`src/rtl/set_mode_ctrl_pkg.sv`:
```
// Shared front-panel definitions for the century clock: controller states and
// the field codes also decoded by the 7-segment display selector.
package clock_pkg;

  typedef enum logic [2:0] {
    RUN_TIME,
    RUN_DATE,
    ED_HOUR,
    ED_MIN,
    ED_SEC,
    ED_DAY,
    ED_MONTH,
    ED_YEAR
  } ctrl_state_t;

  localparam logic [2:0] BLINK_NONE  = 3'b000;
  localparam logic [2:0] BLINK_SEC   = 3'b001;
  localparam logic [2:0] BLINK_MIN   = 3'b010;
  localparam logic [2:0] BLINK_HOUR  = 3'b011;
  localparam logic [2:0] BLINK_DAY   = 3'b100;
  localparam logic [2:0] BLINK_MONTH = 3'b101;
  localparam logic [2:0] BLINK_YEAR  = 3'b110;

  function automatic logic [2:0] field_code(ctrl_state_t s);
    case (s)
      ED_HOUR:  return BLINK_HOUR;
      ED_MIN:   return BLINK_MIN;
      ED_SEC:   return BLINK_SEC;
      ED_DAY:   return BLINK_DAY;
      ED_MONTH: return BLINK_MONTH;
      ED_YEAR:  return BLINK_YEAR;
      default:  return BLINK_NONE;
    endcase
  endfunction

  function automatic logic is_time_view(ctrl_state_t s);
    return (s == RUN_TIME) || (s == ED_HOUR) || (s == ED_MIN) || (s == ED_SEC);
  endfunction

  function automatic logic is_edit(ctrl_state_t s);
    return (s != RUN_TIME) && (s != RUN_DATE);
  endfunction

endpackage

```
`src/rtl/set_mode_ctrl_blink_gen.sv`:
```
// Blink prescaler: divides clk down to a half-period phase flag for blanking
// the digits under edit. A clear restarts the visible half-period.
module blink_gen #(
  parameter int BLINK_HALF = 25_000_000
) (
  input  logic clk,
  input  logic rst_n,
  input  logic clr,
  input  logic en,
  output logic phase
);

  localparam int CW = $clog2(BLINK_HALF);

  logic [CW-1:0] r_cnt;
  logic          r_phase;

  always_ff @(posedge clk or negedge rst_n) begin
    if (!rst_n) begin
      r_cnt   <= '0;
      r_phase <= 1'b0;
    end else if (clr) begin
      r_cnt   <= '0;
      r_phase <= 1'b0;
    end else if (en) begin
      if (r_cnt == CW'(BLINK_HALF - 1)) begin
        r_cnt   <= '0;
        r_phase <= ~r_phase;
      end else begin
        r_cnt <= r_cnt + 1'b1;
      end
    end
  end

  assign phase = r_phase;

endmodule

```
`src/rtl/set_mode_ctrl.sv`:
```
// Front-panel control FSM: maps debounced button pulses to view/field-select
// outputs for the display and inc/dec strobes plus hold for the counters.
module set_mode_ctrl
  import clock_pkg::*;
#(
  parameter int BLINK_HALF = 25_000_000,
  parameter int TIMEOUT    = 500_000_000
) (
  input  logic       clk,
  input  logic       rst_n,
  input  logic       btn_mode,
  input  logic       btn_set,
  input  logic       btn_up,
  input  logic       btn_down,
  output logic       mode,
  output logic [2:0] blink_mode,
  output logic       tick_blink,
  output logic       edit_active,
  output logic       inc_pulse,
  output logic       dec_pulse
);

  localparam int TO_W = $clog2(TIMEOUT);

  ctrl_state_t     r_state;
  logic            r_mode;
  logic [2:0]      r_blink;
  logic            r_edit;
  logic            r_inc;
  logic            r_dec;
  logic [TO_W-1:0] r_to;

  ctrl_state_t     w_next;
  logic            w_any;
  logic            w_timeout;
  logic            w_enter_ed;
  logic            w_accept;
  logic            w_phase;

  // Priority: mode beats set, set beats timeout; up/down never move the state.
  function automatic ctrl_state_t next_state(ctrl_state_t s, logic m, logic st, logic tmo);
    ctrl_state_t n;
    n = s;
    if (m) begin
      if (s == RUN_TIME)     n = RUN_DATE;
      else if (s == RUN_DATE) n = RUN_TIME;
      else                    n = is_time_view(s) ? RUN_TIME : RUN_DATE;
    end else if (st) begin
      case (s)
        RUN_TIME: n = ED_HOUR;
        ED_HOUR:  n = ED_MIN;
        ED_MIN:   n = ED_SEC;
        ED_SEC:   n = RUN_TIME;
        RUN_DATE: n = ED_DAY;
        ED_DAY:   n = ED_MONTH;
        ED_MONTH: n = ED_YEAR;
        default:  n = RUN_DATE;
      endcase
    end else if (tmo) begin
      n = is_time_view(s) ? RUN_TIME : RUN_DATE;
    end
    return n;
  endfunction

  assign w_any      = btn_mode | btn_set | btn_up | btn_down;
  assign w_timeout  = r_edit & (r_to == TO_W'(TIMEOUT - 1)) & ~w_any;
  assign w_next     = next_state(r_state, btn_mode, btn_set, w_timeout);
  assign w_enter_ed = is_edit(w_next) & (w_next != r_state);
  assign w_accept   = r_edit & ~btn_mode & ~btn_set & (btn_up ^ btn_down);

  always_ff @(posedge clk or negedge rst_n) begin
    if (!rst_n) begin
      r_state <= RUN_TIME;
      r_mode  <= 1'b1;
      r_blink <= BLINK_NONE;
      r_edit  <= 1'b0;
      r_inc   <= 1'b0;
      r_dec   <= 1'b0;
    end else begin
      r_state <= w_next;
      r_mode  <= is_time_view(w_next);
      r_blink <= field_code(w_next);
      r_edit  <= is_edit(w_next);
      r_inc   <= w_accept & btn_up;
      r_dec   <= w_accept & btn_down;
    end
  end

  always_ff @(posedge clk or negedge rst_n) begin
    if (!rst_n) begin
      r_to <= '0;
    end else if (w_any || w_enter_ed || !is_edit(w_next)) begin
      r_to <= '0;
    end else begin
      r_to <= r_to + 1'b1;
    end
  end

  blink_gen #(
    .BLINK_HALF(BLINK_HALF)
  ) u_blink (
    .clk   (clk),
    .rst_n (rst_n),
    .clr   (w_enter_ed | w_accept),
    .en    (r_edit),
    .phase (w_phase)
  );

  assign mode        = r_mode;
  assign blink_mode  = r_blink;
  assign tick_blink  = w_phase & r_edit;
  assign edit_active = r_edit;
  assign inc_pulse   = r_inc;
  assign dec_pulse   = r_dec;

endmodule

```
`config.mk`:
```
export PLATFORM = sky130hd
export DESIGN_NAME = set_mode_ctrl
export DESIGN_NICKNAME = d
export VERILOG_FILES = /design/src/rtl/set_mode_ctrl_pkg.sv /design/src/rtl/set_mode_ctrl_blink_gen.sv /design/src/rtl/set_mode_ctrl.sv
export SDC_FILE = /design/constraint.sdc
export NUM_CORES = 1
export LEC_CHECK = 0
export ABC_AREA = 1
export BUFFER_PORTS_ARGS = -buffer_cell sky130_fd_sc_hd__buf_4
export CORE_UTILIZATION = 61
export CTS_BUF_LIST = sky130_fd_sc_hd__clkbuf_4
export DETAILED_ROUTE_END_ITERATION = 6
export PLACE_DENSITY = 0.79
export RECOVER_POWER = 50
export SLEW_MARGIN = 30
export SYNTH_ARGS = -nofsm -noshare
export SYNTH_HDL_FRONTEND = slang
export SYNTH_HIERARCHICAL = 1
export SYNTH_SLANG_ARGS = --single-unit
```
`constraint.sdc`:
```
create_clock -name clk -period 3.85 [get_ports clk]
set_input_delay 0.77 -clock clk [delete_from_list [all_inputs] [get_ports clk]]
set_output_delay 0.77 -clock clk [all_outputs]
set_load 0.1 [all_outputs]
```
Word level (Yosys, flattened, before mapping)
Cells that the tools add are included.
{ "word_totals": {"ff_bits": 65, "out_inout_bits": 8, "word_cells": 76} }
{ "op_classes": {"n_addsub": 2, "eq_ne": 16, "mux": 15, "n_bitwise": 18, "n_reduce_logical": 16} }
{ "ops": {"columns": ["cell", "count"], "rows": [
  ["$mux 25", 3],
  ["$add 29x1->29 const B", 1],
  ["$eq 29x29->1 const B", 1],
  ["$mux 29", 1],
  ["$add 25x1->25 const B", 1],
  ["$eq 25x25->1 const B", 1],
  ["$eq 3x3->1 const B", 7],
  ["$pmux 3 s7", 1],
  ["$pmux 3 s6", 1],
  ["$eq 3x2->1 const B", 4],
  ["$mux 3", 4],
  ["$and 1x1->1", 9],
  ["$logic_or 1x1->1", 8],
  ["$logic_not 3->1", 2],
  ["$mux 1", 5],
  ["$not 1->1", 4],
  ["$or 1x1->1", 4],
  ["$reduce_bool 2->1", 2],
  ["$eq 3x1->1 const B", 1],
  ["$ne 3x1->1 const B", 1],
  ["$ne 3x3->1", 1],
  ["$reduce_bool 3->1", 1],
  ["$reduce_and 2->1", 1],
  ["$logic_and 1x1->1", 1],
  ["other kinds (2)", 2]
]} }

Logic depth before layout (Yosys ltp)
{ "depth": {"word_depth": 14, "ltp_mapped": 23, "depth_no_buf": 23} }

Cells and area by module
The synthesis kept the hierarchy.
{ "by_module_without_submodules": {"columns": ["module", "instances", "cells_per_inst", "area_per_inst_um2", "seq_area_each_um2"], "rows": [
  ["set_mode_ctrl", 1, 287, 2274.7, 977.2],
  ["blink_gen", 1, 250, 1697.9, 650.6]
]} }

Least setup slack after synthesis
OpenSTA, ideal clock, no wires.
{ "synth_path": {"kind": "register -> register", "startpoint": "reg r_edit (netlist: edit_active)", "endpoint": "reg u_blink.r_cnt[8]", "setup_time_ps": 117, "arrival_time_ps": 2893, "path_slack_ps": 841, "stages_incl_launch_ff": 23, "n_path_buf": 1, "synth_period_minus_slack_ps": 3009, "path_cell_list": "dfrtp_1 nand2_1 nor2_1 nand2_1 nor2_2 nand3_1 nand2_1 nand2_1 nand2_1 nand2_1 nand2_1 nor2_1 nand3_1 nand2_1 nand2_1 nor2_1 inv_1 clkbuf_8 nand3_1 nor2_1 nand2_1 nor2_1 nor2_1"} }
{ "synth_via": {"elab_chain_len": 10, "elab_cells_between_ends": 16, "classes_between": "2 x eq/ne; 4 x mux; 7 x bitwise; 3 x reduce/logical"} }
{ "synth_lines": {"columns": ["item", "line", "rtl"], "rows": [
  ["start: declaration", "set_mode_ctrl.sv:28", "logic r_edit;"],
  ["start signal: assignment", "set_mode_ctrl.sv:83", "r_edit <= is_edit(w_next);"],
  ["$and 1x1->1 (2 in series)", "set_mode_ctrl.sv:66", "assign w_timeout = r_edit & (r_to == TO_W'(TIMEOUT - 1)) & ~w_any;"],
  ["$mux 3", "set_mode_ctrl.sv:59", "end else if (tmo) begin"],
  ["$mux 3", "set_mode_ctrl.sv:48", "end else if (st) begin"],
  ["$mux 3", "set_mode_ctrl.sv:44", "if (m) begin"],
  ["$ne 3x1->1 or $reduce_bool 3->1 (tied branches)", "set_mode_ctrl_pkg.sv:41", "return (s != RUN_TIME) && (s != RUN_DATE);"],
  ["$logic_and 1x1->1", "set_mode_ctrl_pkg.sv:41", null],
  ["$and 1x1->1", "set_mode_ctrl.sv:68", "assign w_enter_ed = is_edit(w_next) & (w_next != r_state);"],
  ["$or 1x1->1", "set_mode_ctrl.sv:104", ".clr (w_enter_ed | w_accept),"],
  ["$mux 25 or $reduce_bool 2->1 (tied branches)", null, null],
  ["end signal: assignment", "set_mode_ctrl_blink_gen.sv:30", "r_cnt <= r_cnt + 1'b1;"],
  ["end: declaration", "set_mode_ctrl_blink_gen.sv:15", "logic [CW-1:0] r_cnt;"]
]} }
Parallel ways exist; a longest one is shown, timed or not.
A chain may end at the register's enable or synchronous reset.

Worst setup path after layout
{ "layout_path": {"startpoint": "in btn_set", "endpoint": "reg u_blink.r_cnt[6]"} }
{ "layout_via": {"elab_chain_len": 13, "elab_cells_between_ends": 19, "classes_between": "2 x eq/ne; 4 x mux; 10 x bitwise; 3 x reduce/logical"} }
{ "layout_lines": {"columns": ["item", "line", "rtl"], "rows": [
  ["start: declaration", "set_mode_ctrl.sv:12", "input logic btn_set,"],
  ["$or 1x1->1 (3 in series)", "set_mode_ctrl.sv:65", "assign w_any = btn_mode | btn_set | btn_up | btn_down;"],
  ["$not 1->1", "set_mode_ctrl.sv:66", null],
  ["$and 1x1->1", "set_mode_ctrl.sv:66", null],
  ["$mux 3", "set_mode_ctrl.sv:59", null],
  ["$mux 3", "set_mode_ctrl.sv:48", null],
  ["$mux 3", "set_mode_ctrl.sv:44", null],
  ["$ne 3x1->1 or $reduce_bool 3->1 (tied branches)", "set_mode_ctrl_pkg.sv:41", null],
  ["$logic_and 1x1->1", "set_mode_ctrl_pkg.sv:41", null],
  ["$and 1x1->1", "set_mode_ctrl.sv:68", null],
  ["$or 1x1->1 *", "set_mode_ctrl.sv:104", null],
  ["$mux 25 or $reduce_bool 2->1 (tied branches)", null, null]
]} }
Every way passes the cells marked *; elsewhere a longest branch is shown, timed or not.

==> flow_summary.toml <==
[sta]
tns_ns = 0
period_needed_ns = 3.068
final-hold-violation-count = 0
clock.fmax_mhz = 325.9
period_share_pct = 79.70
tightest_slew_ns = 1.558
slew_violations = 66
setup_viol = 0
slew_headroom_pct = -3.852
rsz0062_at_grt = "no"
skew_ns = 0.01580

[layout]
areaGrowthSynthToFinish_pct = 6.268
drive_gt1_share_pct = 14.85
finalNetCount = 562
stdcell_area_um2 = 4222
mostFrequentLayoutCell = "nand2_1"
antenna_cells = 0
final_cell_mix = "nand2_1 (119), nor2_1 (101), inv_1 (66)"
multi_input_area_um2 = 1998
regArea_um2 = 1628
fillers = 552

[floorplan]
ioPinCount = 14
dieArea_um2 = 6839
rows = 29
dieWidth_um = 82.70
core_um2 = 6314
start_util_pct = 62.92
die_y_um = 82.70

[critical_path]
startpoint_type = "input pin"
critPathMaxFanout = 11
r2r_cells = 21
rrSetupSlack_ns = 0.84
r2r_end = "u_blink/r_cnt[6]$_DFFE_PN0P_"
r2r-start = "edit_active$_DFF_PN0_"
crit_buf_inv = 2
worstSetupStartpoint = "btn_set"
slowest_delay_ns = 0.36
endpoint = "u_blink/r_cnt[6]$_DFFE_PN0P_"
crit_arrival_ns = 3.35
required_ns = 4.13
crit_path_top_delay_cell = "inv_1"
crit_cells = 21
end_kind = "flip-flop"
cp_top_family = "simple AND/OR/NAND/NOR gates"
cp_cell_sequence = "clkbuf_1, nor2_1, nand2_1, nor2_1, nand3_1, nand2_1, nand2_1, nand2_1, nand2_1, nand2_1, nor2_1, nand3_1, nand2_1, nand2_1, nor2_1, inv_1, nand3_1, nor2_1, nand2_1, o21ai_0, a21oi_1"
critPathKind = "input pin to flip-flop"
crit_path_frequent_cell = "nand2_1"

[detailed_routing]
wl_um = 8205
drc = 0
drtIter0Drc = 196
firstDrtPassIters = 4
via_per_inst = 5.302
antenna_left = 0
post_drt_wl_per_cell_um = 12.90
vias = 3372

[hold_path]
min_delay_path_depth = 1
worstHoldPathType = "flip-flop to flip-flop"

[clock_tree]
ctsResizeCount = 0
cts_buffers = 9
h-tree-depth = 3
insertion_delay_ns = 0.41
clockRootBuffer = "clkbuf_4"
ctsLongestPathBuffers = 2
postCtsSetupRepairBufs = 0
cts_hold_buf = 0
clk_pin_slew_ns = 0.11
cts.sinks = 65
cts_tree = "done"

[outcome]
outcome = "complete, but fails checks"
violations = "max-capacitance violations, max-slew violations"

[yosys]
syn_avg_cell_area_um2 = 7.398
ys_seq_area_share_pct = 40.98
ys.warnings.count = 6
ys_types = 35
synth_area_um2 = 3973
synthesis.nets = 545
syn_inst = 537
ys_ff_latch = 65

[placed_design]
hpwlAfterDp_um = 5882
placed_area_um2 = 4104
place_congestion = 0.8966
io_buffers = 13

[global_route]
antenna_found_initial = 0
grt_pass1_vias = 3068
grt_max_degree = 66
grtUsageTotal_pct = 25.64
grt_first_pass_wirelength_um = 13230
grt_overflow = 0

[power]
ir_drop_mv = 0.4483
leakagePower_nw = 1.933
cellPowerDensity_nw_per_um2 = 396.9

[run]
maxCapViolations = 1
==> registers in the layout, summed over array words and instances (netlist names) <==
register / flops
r_to: 29
u_blink/r_cnt: 25
blink_mode: 3
r_state: 3
dec_pulse: 1
edit_active: 1
inc_pulse: 1
mode: 1
u_blink/phase: 1
==> logic make-up (layout without fill, tap and decap cells) <==
group                    count (synthesis)  in the layout  synth area share, %
adder cells (fa/ha/maj)                  2              2               0.6298
buffers and inverters                   79            101                8.472
AO/OA/AOI/OAI                           26             26                3.496
XOR/XNOR                                24             24                5.291
AND/OR/NAND/NOR                        341            341                41.13
flip-flops                              65             65                40.98
==> layout make-up <==
| type | count | area share, % |
|---|---|---|
| inverters | 71 | 6.313 |
| clock buffers | 10 | 1.778 |
| clock inverters | 6 | 1.393 |
| multi-input cells | 393 | 47.33 |
| repair buffers | 14 | 2.341 |
| well taps | 77 | 2.282 |
| flip-flops and latches | 65 | 38.56 |
==> worst reg2reg max path, stage by stage, from the launching register on <==
cell,delay [ns]
dfrtp_1,0.54
nand2_1,0.10
nor2_1,0.11
nand2_1,0.06
nor2_1,0.18
nand3_1,0.13
nand2_1,0.07
nand2_1,0.07
nand2_1,0.15
nand2_1,0.07
nand2_1,0.07
nor2_1,0.04
nand3_1,0.08
nand2_1,0.06
nand2_1,0.10
nor2_1,0.07
inv_1,0.36
nand3_1,0.23
nor2_1,0.18
nand2_1,0.09
o21ai_0,0.07
a21oi_1,0.06
==> worst min path at each step <==
stage | start | endpoint | slack (ns)
after floorplan | r_to[0]$_DFF_PN0_ | r_to[0]$_DFF_PN0_ | 0.45
after global placement | r_to[0]$_DFF_PN0_ | r_to[0]$_DFF_PN0_ | 0.47
after detailed placement | r_to[0]$_DFF_PN0_ | r_to[0]$_DFF_PN0_ | 0.49
after CTS | rst_n | r_to[1]$_DFF_PN0_ | 0.45
after global routing | r_to[0]$_DFF_PN0_ | r_to[0]$_DFF_PN0_ | 0.53
final | r_to[0]$_DFF_PN0_ | r_to[0]$_DFF_PN0_ | 0.51
==> routing by layer <==
metal | GRT usage, % | part of all wire (%)
met1 | 31.00 | 45
met2 | 43.61 | 49
met3 | 5.824 | 3.4
met4 | 11.03 | 2.1
met5 | 0 | 0
==> synth_stat cells (all sizes together) <==
| library cell | n | area share [%] |
|---|---|---|
| nand2 | 136 | 14 |
| nor2 | 125 | 15 |
| inv | 71 | 6.7 |
| dfrtp | 64 | 40 |
| nand3 | 38 | 5.6 |
| xor2 | 20 | 4.4 |
| nor3 | 16 | 2.0 |
| a21oi | 13 | 1.6 |
| nand4 | 13 | 2.2 |
| o21ai | 8 | 1.0 |
| buf | 6 | 1.3 |
| nor4 | 6 | 0.94 |
| xnor2 | 4 | 0.88 |
| nand3b | 3 | 0.57 |
| clkbuf | 2 | 0.44 |
| ha | 2 | 0.63 |
| nor3b | 2 | 0.38 |
| o22ai | 2 | 0.31 |
| or2 | 2 | 0.31 |
| a31oi | 1 | 0.16 |
| dfstp | 1 | 0.66 |
| o211ai | 1 | 0.19 |
| o21bai | 1 | 0.19 |
==> per-stage QoR <==
stage                     hold slack [ns]  util [%]  power [mW]  cells  setup WS [ns]
after floorplan                    0.4549         -       1.144    537         0.8406
after global placement             0.4740     65.00       1.227    620         0.6570
after detailed placement           0.4893     65.00       1.238    620         0.5077
after CTS                          0.4546     67.12       1.688    636         0.8833
after global routing               0.5261     66.86       1.763    636         0.4900
final                              0.5095     66.86       1.675    636         0.7816
==> where the power goes <==
group | switching [mW] | internal, mW | leakage, nW
clock | 0.252 | 0.201 | 0.0698
sequential | 0.0420 | 0.727 | 0.890
combinational | 0.347 | 0.106 | 0.973
total | 0.641 | 1.03 | 1.93
No activity file was read; power rests on OpenSTA's default activity.
